`src/rtl/mc_arb_pkg.sv`:
```
// Shared types and constants for the DDR2 command-port arbiter.
// Build option MC_ARB_FIXED_PRIO_EN is consumed by rr_arb2.
package mc_arb_pkg;

    localparam int DEF_DATA_W = 256;
    localparam int DEF_ADDR_W = 28;

    localparam logic PORT0 = 1'b0;
    localparam logic PORT1 = 1'b1;

    typedef enum logic [1:0] {
        IDLE = 2'd0,
        GNT0 = 2'd1,
        GNT1 = 2'd2
    } arb_state_t;

endpackage

```
`src/rtl/rr_arb2.sv`:
```
// Two-input grant picker: round-robin by default, or data-cache-first
// when MC_ARB_FIXED_PRIO_EN is defined.
module rr_arb2
    import mc_arb_pkg::*;
(
    input  logic [1:0] req,
    input  logic       prio,
    output logic       winner,
    output logic       any_req
);

    assign any_req = |req;

`ifdef MC_ARB_FIXED_PRIO_EN
    logic unused_prio;
    assign unused_prio = prio;

    assign winner = req[PORT1] ? PORT1 : PORT0;
`else
    always_comb begin
        winner = PORT0;
        if (req[PORT0] && req[PORT1])
            winner = prio;
        else if (req[PORT1])
            winner = PORT1;
    end
`endif

endmodule

```
`src/rtl/mc_port_arbiter.sv`:
```
// Shares the single DDR2 MC command port between I-cache (port 0) and D-cache (port 1).
// Build option MC_ARB_FIXED_PRIO_EN makes port 1 win every simultaneous request.
module mc_port_arbiter
    import mc_arb_pkg::*;
#(
    parameter int DATA_W  = DEF_DATA_W,
    parameter int ADDR_W  = DEF_ADDR_W,
    parameter int TIMEOUT = 255
) (
    input  logic              clk,
    input  logic              rst,

    input  logic [DATA_W-1:0] mem_data_wr0,
    input  logic [ADDR_W-1:0] mem_data_addr0,
    input  logic              mem_rw_data0,
    input  logic              mem_valid_data0,
    output logic [DATA_W-1:0] mem_data_rd0,
    output logic              mem_ready_data0,

    input  logic [DATA_W-1:0] mem_data_wr1,
    input  logic [ADDR_W-1:0] mem_data_addr1,
    input  logic              mem_rw_data1,
    input  logic              mem_valid_data1,
    output logic [DATA_W-1:0] mem_data_rd1,
    output logic              mem_ready_data1,

    output logic [DATA_W-1:0] mc_data_wr,
    output logic [ADDR_W-1:0] mc_addr,
    output logic              mc_rw,
    output logic              mc_valid,
    input  logic [DATA_W-1:0] mc_data_rd,
    input  logic              mc_ready,

    output logic              busy,
    output logic              error
);

    localparam int               CNT_W    = $clog2(TIMEOUT + 1);
    localparam logic [CNT_W-1:0] CNT_LAST = CNT_W'(TIMEOUT - 1);

    arb_state_t       state;
    logic             prio;
    logic [CNT_W-1:0] wait_cnt;
    logic             winner;
    logic             any_req;
    logic             expire;

    rr_arb2 u_pick (
        .req     ({mem_valid_data1, mem_valid_data0}),
        .prio    (prio),
        .winner  (winner),
        .any_req (any_req)
    );

    // The last waiting cycle of a grant; a simultaneous mc_ready still wins.
    assign expire = (wait_cnt == CNT_LAST);

    // Returning to IDLE after every command gives the one-cycle mc_valid bubble.
    always_ff @(posedge clk or posedge rst) begin
        if (rst) begin
            state    <= IDLE;
            prio     <= PORT0;
            wait_cnt <= '0;
            error    <= 1'b0;
            busy     <= 1'b0;
        end else begin
            case (state)
                IDLE: begin
                    wait_cnt <= '0;
                    if (any_req) begin
                        state <= (winner == PORT1) ? GNT1 : GNT0;
                        busy  <= 1'b1;
                    end
                end
                GNT0, GNT1: begin
                    if (mc_ready || expire) begin
                        state <= IDLE;
                        busy  <= 1'b0;
                        prio  <= (state == GNT0) ? PORT1 : PORT0;
                        if (!mc_ready)
                            error <= 1'b1;
                    end else begin
                        wait_cnt <= wait_cnt + CNT_W'(1);
                    end
                end
                default: begin
                    state <= IDLE;
                    busy  <= 1'b0;
                end
            endcase
        end
    end

    always_comb begin
        mc_data_wr = '0;
        mc_addr    = '0;
        mc_rw      = 1'b0;
        mc_valid   = 1'b0;
        case (state)
            GNT0: begin
                mc_data_wr = mem_data_wr0;
                mc_addr    = mem_data_addr0;
                mc_rw      = mem_rw_data0;
                mc_valid   = 1'b1;
            end
            GNT1: begin
                mc_data_wr = mem_data_wr1;
                mc_addr    = mem_data_addr1;
                mc_rw      = mem_rw_data1;
                mc_valid   = 1'b1;
            end
            default: ;
        endcase
    end

    assign mem_ready_data0 = (state == GNT0) && mc_ready;
    assign mem_ready_data1 = (state == GNT1) && mc_ready;

    assign mem_data_rd0 = mc_data_rd;
    assign mem_data_rd1 = mc_data_rd;

endmodule

```
`config.mk`:
```
export PLATFORM = sky130hd
export DESIGN_NAME = mc_port_arbiter
export DESIGN_NICKNAME = d
export VERILOG_FILES = /design/src/rtl/mc_arb_pkg.sv /design/src/rtl/rr_arb2.sv /design/src/rtl/mc_port_arbiter.sv
export SDC_FILE = /design/constraint.sdc
export NUM_CORES = 1
export LEC_CHECK = 0
export CAP_MARGIN = 0
export CORE_AREA = 2 2 628 630
export DETAILED_ROUTE_END_ITERATION = 6
export DIE_AREA = 0 0 630 632
export GPL_TIMING_DRIVEN = 0
export SLEW_MARGIN = 20
export SYNTH_ARGS = -nofsm -noshare
export SYNTH_HDL_FRONTEND = slang
export SYNTH_HIERARCHICAL = 1
export SYNTH_SLANG_ARGS = --single-unit
```
`constraint.sdc`:
```
create_clock -name clk -period 4.4 [get_ports clk]
set_clock_uncertainty 0.1 [all_clocks]
set_input_delay 0.88 -clock clk [delete_from_list [all_inputs] [get_ports clk]]
set_output_delay 0.88 -clock clk [all_outputs]
set_load 0.03 [all_outputs]
```
# Word-level counts from Yosys, hierarchy flattened
# Index checks and enable logic that the tools add are counted.
dict set report totals {
  register_bits 13
  latchBits 0
  mem_bits_rw 0
  mem_bits_ro 0
  in_bits 831
  n_memories 0
}
dict set report classes {
  n_addsub 1
  n_mul 0
  div 0
  order_cmp 0
  n_eq_ne 6
  shifts 0
  mux 16
  bitwise 1
  n_reduce_logical 12
}
# operator n
set op_table {}
lappend op_table {{case mux 256 bit (2 select lines)} 1}
lappend op_table {{case mux 28 bit (2 select lines)} 1}
lappend op_table {{case mux 8 bit (2 select lines)} 1}
lappend op_table {{adder 8 x 1 -> 8 bit (second input constant)} 1}
lappend op_table {{== test 8 bit (second input constant)} 1}
lappend op_table {{2-to-1 mux 8 bit} 1}
lappend op_table {{2-to-1 mux 1 bit} 6}
lappend op_table {{2-to-1 mux 2 bit} 3}
lappend op_table {{AND reduction 2 bit} 3}
lappend op_table {{inequality test 2 bit (second input constant)} 2}
lappend op_table {{case mux 1 bit (2 select lines)} 2}
lappend op_table {{case mux 2 bit (2 select lines)} 1}
lappend op_table {{OR reduction 2 bit} 2}
lappend op_table {{logical AND 1 bit} 3}
lappend op_table {{AND reduction 3 bit} 1}
lappend op_table {{== test 2 x 1 -> 1 bit (second input constant)} 1}
lappend op_table {{== test 2 bit (second input constant)} 1}
lappend op_table {{zero test 2 bit} 1}
lappend op_table {{inequality test 2 x 1 -> 1 bit (second input constant)} 1}
lappend op_table {{nonzero test 2 bit} 1}
lappend op_table {{logical OR 1 bit} 1}
lappend op_table {{NOT 1 bit} 1}

# Depth between registers and ports, before layout
dict set report depth {
  ltp_word 5
  ltp_mapped 7
}

# Cells and area by module
# The synthesis kept the hierarchy.
# mod n_inst cells_per_inst area_each_um2 seq_area_each_um2
set modules_own_cells {}
lappend modules_own_cells {mc_port_arbiter 1 1256 8919.8 325.3}
lappend modules_own_cells {rr_arb2 1 3 17.5 0.0}

# Worst setup path after synthesis
# No wires, ideal clock.
dict set report synth_timing {
  path_kind {register to output}
  startpoint {reg state[0]}
  endpoint {out mc_addr[0]}
  arrival_time_ps 2077
  slack_ps 1343
  stages_incl_launch_ff 7
  path_buffers 3
  path_cell_list {dfrtp_1 > inv_1 > ha_1 > buf_2 > clkbuf_1 > clkbuf_1 > nor2b_1}
}
dict set report synth_via {
  elab_chain_cells 2
  elab_cells_between_ends 3
  classes_between {eq/ne: 2; mux: 1}
}
# item line
set synth_rtl {}
lappend synth_rtl {{from (decl)} mc_port_arbiter.sv:41} ;# arb_state_t state;
lappend synth_rtl {{from (signal assigned)} mc_port_arbiter.sv:71} ;# state <= (winner == PORT1) ? GNT1 : GNT0;
lappend synth_rtl {{== test 2 bit or == test 2 x 1 -> 1 bit (tied branches)} mc_port_arbiter.sv:99} ;# case (state)
lappend synth_rtl {{case mux 28 bit (2 select lines) (*)} mc_port_arbiter.sv:99}
lappend synth_rtl {{to (decl)} mc_port_arbiter.sv:28} ;# output logic [ADDR_W-1:0] mc_addr,
# Mark *: on every way between the ends. The rest lies on a longest branch, timed or not.

# Worst setup path in the final report
dict set report layout_timing {
  startpoint {reg state[1]}
  endpoint {out mc_data_wr[209]}
}
dict set report layout_via {
  elab_chain_cells 2
  elab_cells_between_ends 3
  classes_between {eq/ne: 2; mux: 1}
}
# item line
set layout_rtl {}
lappend layout_rtl {{== test 2 bit or == test 2 x 1 -> 1 bit (tied branches)} mc_port_arbiter.sv:99}
lappend layout_rtl {{case mux 256 bit (2 select lines) (*)} mc_port_arbiter.sv:99}
lappend layout_rtl {{to (decl)} mc_port_arbiter.sv:27} ;# output logic [DATA_W-1:0] mc_data_wr,
# Marks and branches as above.

==> results.py <==
metrics = {
    "floorplan": {
        "rows": 230,
        "core_region_area_um2": 391400,
        "dieHeight_um": 632,
        "die_x_um": 630,
        "io_pins": 1633,
        "dieArea_um2": 398200,
        "start_util": 0.02284,
    },
    "sta": {
        "finalCritPeriodShare": 0.9945,
        "holdWs_ns": 0.3605,
        "max_freq_ghz": 0.2285,
        "tightest_slew_ns": 1.186,
        "slew_violations": 0,
        "fin_tns_setup_ns": 0,
        "hold_viol_final": 0,
        "setup_violations": 0,
        "fin_crit_ns": 4.376,
        "rsz0062_at_grt": "no",
        "max_slew_margin": 0.2091,
    },
    "critical_path": {
        "cp_cell_sequence": "inv_1 -> ha_1 -> buf_6 -> buf_4 -> buf_2 -> a22oi_1 -> nor2b_1 -> clkdlybuf4s50_1",
        "cp-end-kind": "output port",
        "path_class": "register to output port",
        "slowest_stage": "a22oi_1",
        "r2r_end": "wait_cnt[7]$_DFFE_PP0P_",
        "rrSetupSlack_ns": 2.13,
        "reg2reg_from": "state[0]$_DFFE_PP0P_",
        "ff2ff_path_depth": 7,
        "cp.arrival_ns": 3.40,
        "critical_path_required_ns": 3.42,
        "cp_max_fo": 12,
        "slowest_delay_ns": 0.90,
        "cp-startpoint": "state[1]$_DFFE_PP0P_",
        "worstSetupStartpointType": "register",
    },
    "place": {
        "dp.cells": 7910,
        "dp_hpwl_um": 329500,
        "io_buffers": 1376,
        "gp_congestion": 1.247,
    },
    "hold_path": {
        "min_to": "error$_DFFE_PP0P_",
        "hold_start": "error$_DFFE_PP0P_",
        "min_path_cells": 1,
        "hp-class": "register to register",
    },
    "layout": {
        "layout_common_cells": "clkdlybuf4s50_1 (1,179), buf_4 (529), nor2b_1 (286), a22oi_1 (250), clkdlybuf4s15_2 (84)",
        "fin_cells": 8052,
        "regArea_um2": 325.3,
        "syn2layout_area_growth_pct": 242.8,
        "drive_gt1_frac": 0.2895,
        "fin_util": 0.07829,
        "final_net_count": 3531,
        "final_common_cell": "clkdlybuf4s50_1",
        "nFillCells": 45921,
        "multi_input_area_um2": 4513,
    },
    "drt": {
        "drc": 0,
        "drt_pass1_iterations": 5,
        "wirelength_um": 343400,
        "wl_per_cell_um": 42.65,
        "ant_nets": 0,
        "drt_iter0_drc": 1114,
        "vias": 17034,
        "detail_route.vias_per_cell": 2.115,
    },
    "power": {
        "p_seq_frac": 0.011,
        "peakVddDrop_v": 0.0002907,
        "clock_power_share": 0.011,
        "intPower_mw": 4.827,
        "switching_share": 0.7041,
        "p_total_mw": 16.31,
        "leakage_nw": 10.18,
        "p_comb_frac": 0.978,
        "power.switching_mw": 11.49,
        "powerDensity_nw_per_um2": 532.4,
    },
    "global_routing": {
        "grt_start_max_net_pins": 14,
        "grt_usage": 0.1649,
        "antenna_found_initial": 280,
        "grt_overflow": 0,
        "grt_pass1_vias": 15737,
        "grt_pass1_wl_um": 375500,
    },
    "cts": {
        "path_clk_slew_ns": 0.05,
        "clockRootBuffer": "clkbuf_16",
        "insertion_delay_ns": 0.25,
        "cts_tree": "built",
        "cts_buffer_depth": 2,
        "ctsHtreeMaxLevel": 1,
        "clock_sinks": 13,
        "postCtsHoldBufs": 0,
        "cts-buffers-inserted": 3,
    },
    "synthesis": {
        "synth_top_area_cell": "buf_4",
        "synthesis.instances": 1259,
        "ys_seq_area_frac": 0.03640,
        "ys_ff_latch": 13,
        "synth_top_area_frac": 0.4301,
        "synth_warnings": 6,
        "ys_types": 35,
        "ys_top_cells_by_area": "buf_4 (43%), a22oi_1 (24%), nor2b_1 (20%)",
        "syn_avg_cell_area_um2": 7.099,
        "syn_area_um2": 8937,
        "syn-num-nets": 2095,
    },
    "job": {
        "maxCapViolCount": 0,
    },
    "run_status": {
        "status": "finished, final reports clean",
    },
}
logic make-up (layout without fill, tap and decap cells):
kind of cell               after synthesis  in the layout  synth area share
adders and majority gates                5              5          0.007000
AOI/OAI and AO/OA                      301            301            0.2516
DFF                                     13             13           0.03640
buffers and inverters                  614           2049            0.4785
and+or+nand+nor                        323            323            0.2232
muxes                                    2              2          0.002380
xor gates and xnor gates                 1              1         0.0009802
other                                    0            138                 0
final cells by class:
| class | count | area share |
|---|---|---|
| Timing Repair Buffer | 1431 | 0.4714 |
| Tap cell | 5220 | 0.2132 |
| Multi-Input combinational cell | 632 | 0.1473 |
| Buffer | 609 | 0.1431 |
| Antenna cell | 138 | 0.01127 |
| Sequential cell | 13 | 0.01062 |
| Clock buffer | 4 | 0.002573 |
| Inverter | 5 | 0.0006125 |
through the flow:
stage,area [µm²],setup WS (ns)
after floorplan,8937,1.343
after global placement,29240,-2.732
after detailed placement,30110,-1.475
after CTS,30310,0.0008566
after global routing,30540,0.003049
final,30640,0.02423
worst max-delay path by stage:
| stage | endpoint | slack, ns | cells after the start |
|---|---|---|---|
| after CTS | mc_data_wr[226] | 0.0009 | 8 |
| after detailed placement | mc_data_wr[233] | -1.48 | 8 |
| after floorplan | mc_addr[0] | 1.34 | 6 |
| after global placement | mc_data_wr[56] | -2.73 | 8 |
| final | mc_data_wr[209] | 0.02 | 8 |
| after global routing | mc_data_wr[183] | 0.003 | 9 |
synth_stat cells:
cell type  number
buf_1           3
mux2i_1         1
buf_4         512
nand4_1         2
o21a_1          1
a21boi_1        1
nor4_1          1
nor2_1          6
nand3_2         1
nor3b_1         2
nand4b_1        1
o21ai_1         1
and2_1          2
nand2_1         4
a22oi_1       285
o21ai_0         5
o211ai_1        2
nor2b_1       287
mux2_2          1
and3_1          4
ha_1            5
inv_1           5
a21o_1          1
a221o_1         1
nand2b_1        2
dfrtp_1        13
a21oi_1         1
a211o_1         3
or2_1           1
xor2_1          1
nand3b_1        1
clkbuf_1       54
nand3_1         7
nor3_1          2
buf_2          40
state kept, by name (all words and copies together) (netlist names):
signal,cells
error,1
prio,1
wait_cnt,8
state,2
busy,1
power groups by stage:
stage / Combinational, mW / Sequential [mW] / Clock (mW)
floorplan: 5.64 / 0.176 / 0
global placement: 16.2 / 0.174 / 0
detailed placement: 17.0 / 0.175 / 0
CTS: 16.9 / 0.174 / 0.179
global route: 16.7 / 0.179 / 0.186
finish: 16.0 / 0.176 / 0.179
worst max-delay path: cells and delay by family, from the launching register on:
kind	cells	cell delay (ns)
flops	1	0.37
simple gates	1	0.13
compound gates	1	0.90
buf+inv	5	1.49
fa+ha+maj	1	0.20
per-layer routing:
metal / up-vias / wire length [µm] / track usage / share of wire
li1: 6846 / - / - / -
met1: 7886 / 123900 / 0.1716 / 0.36
met2: 1660 / 166800 / 0.2870 / 0.49
met3: 554 / 36460 / 0.07670 / 0.11
met4: 88 / 15660 / 0.06390 / 0.046
met5: - / 643 / 0.0008454 / 0.0019
what timing repair did:
item / 4_1_cts / 5_1_grt
hold endpoints to repair: 0 / 0
setup endpoints to repair: 277 / 12
setup buffers: 0 / 0
gates resized for setup: 405 / 15
Note: power is estimated with default switching activity, not from simulation.
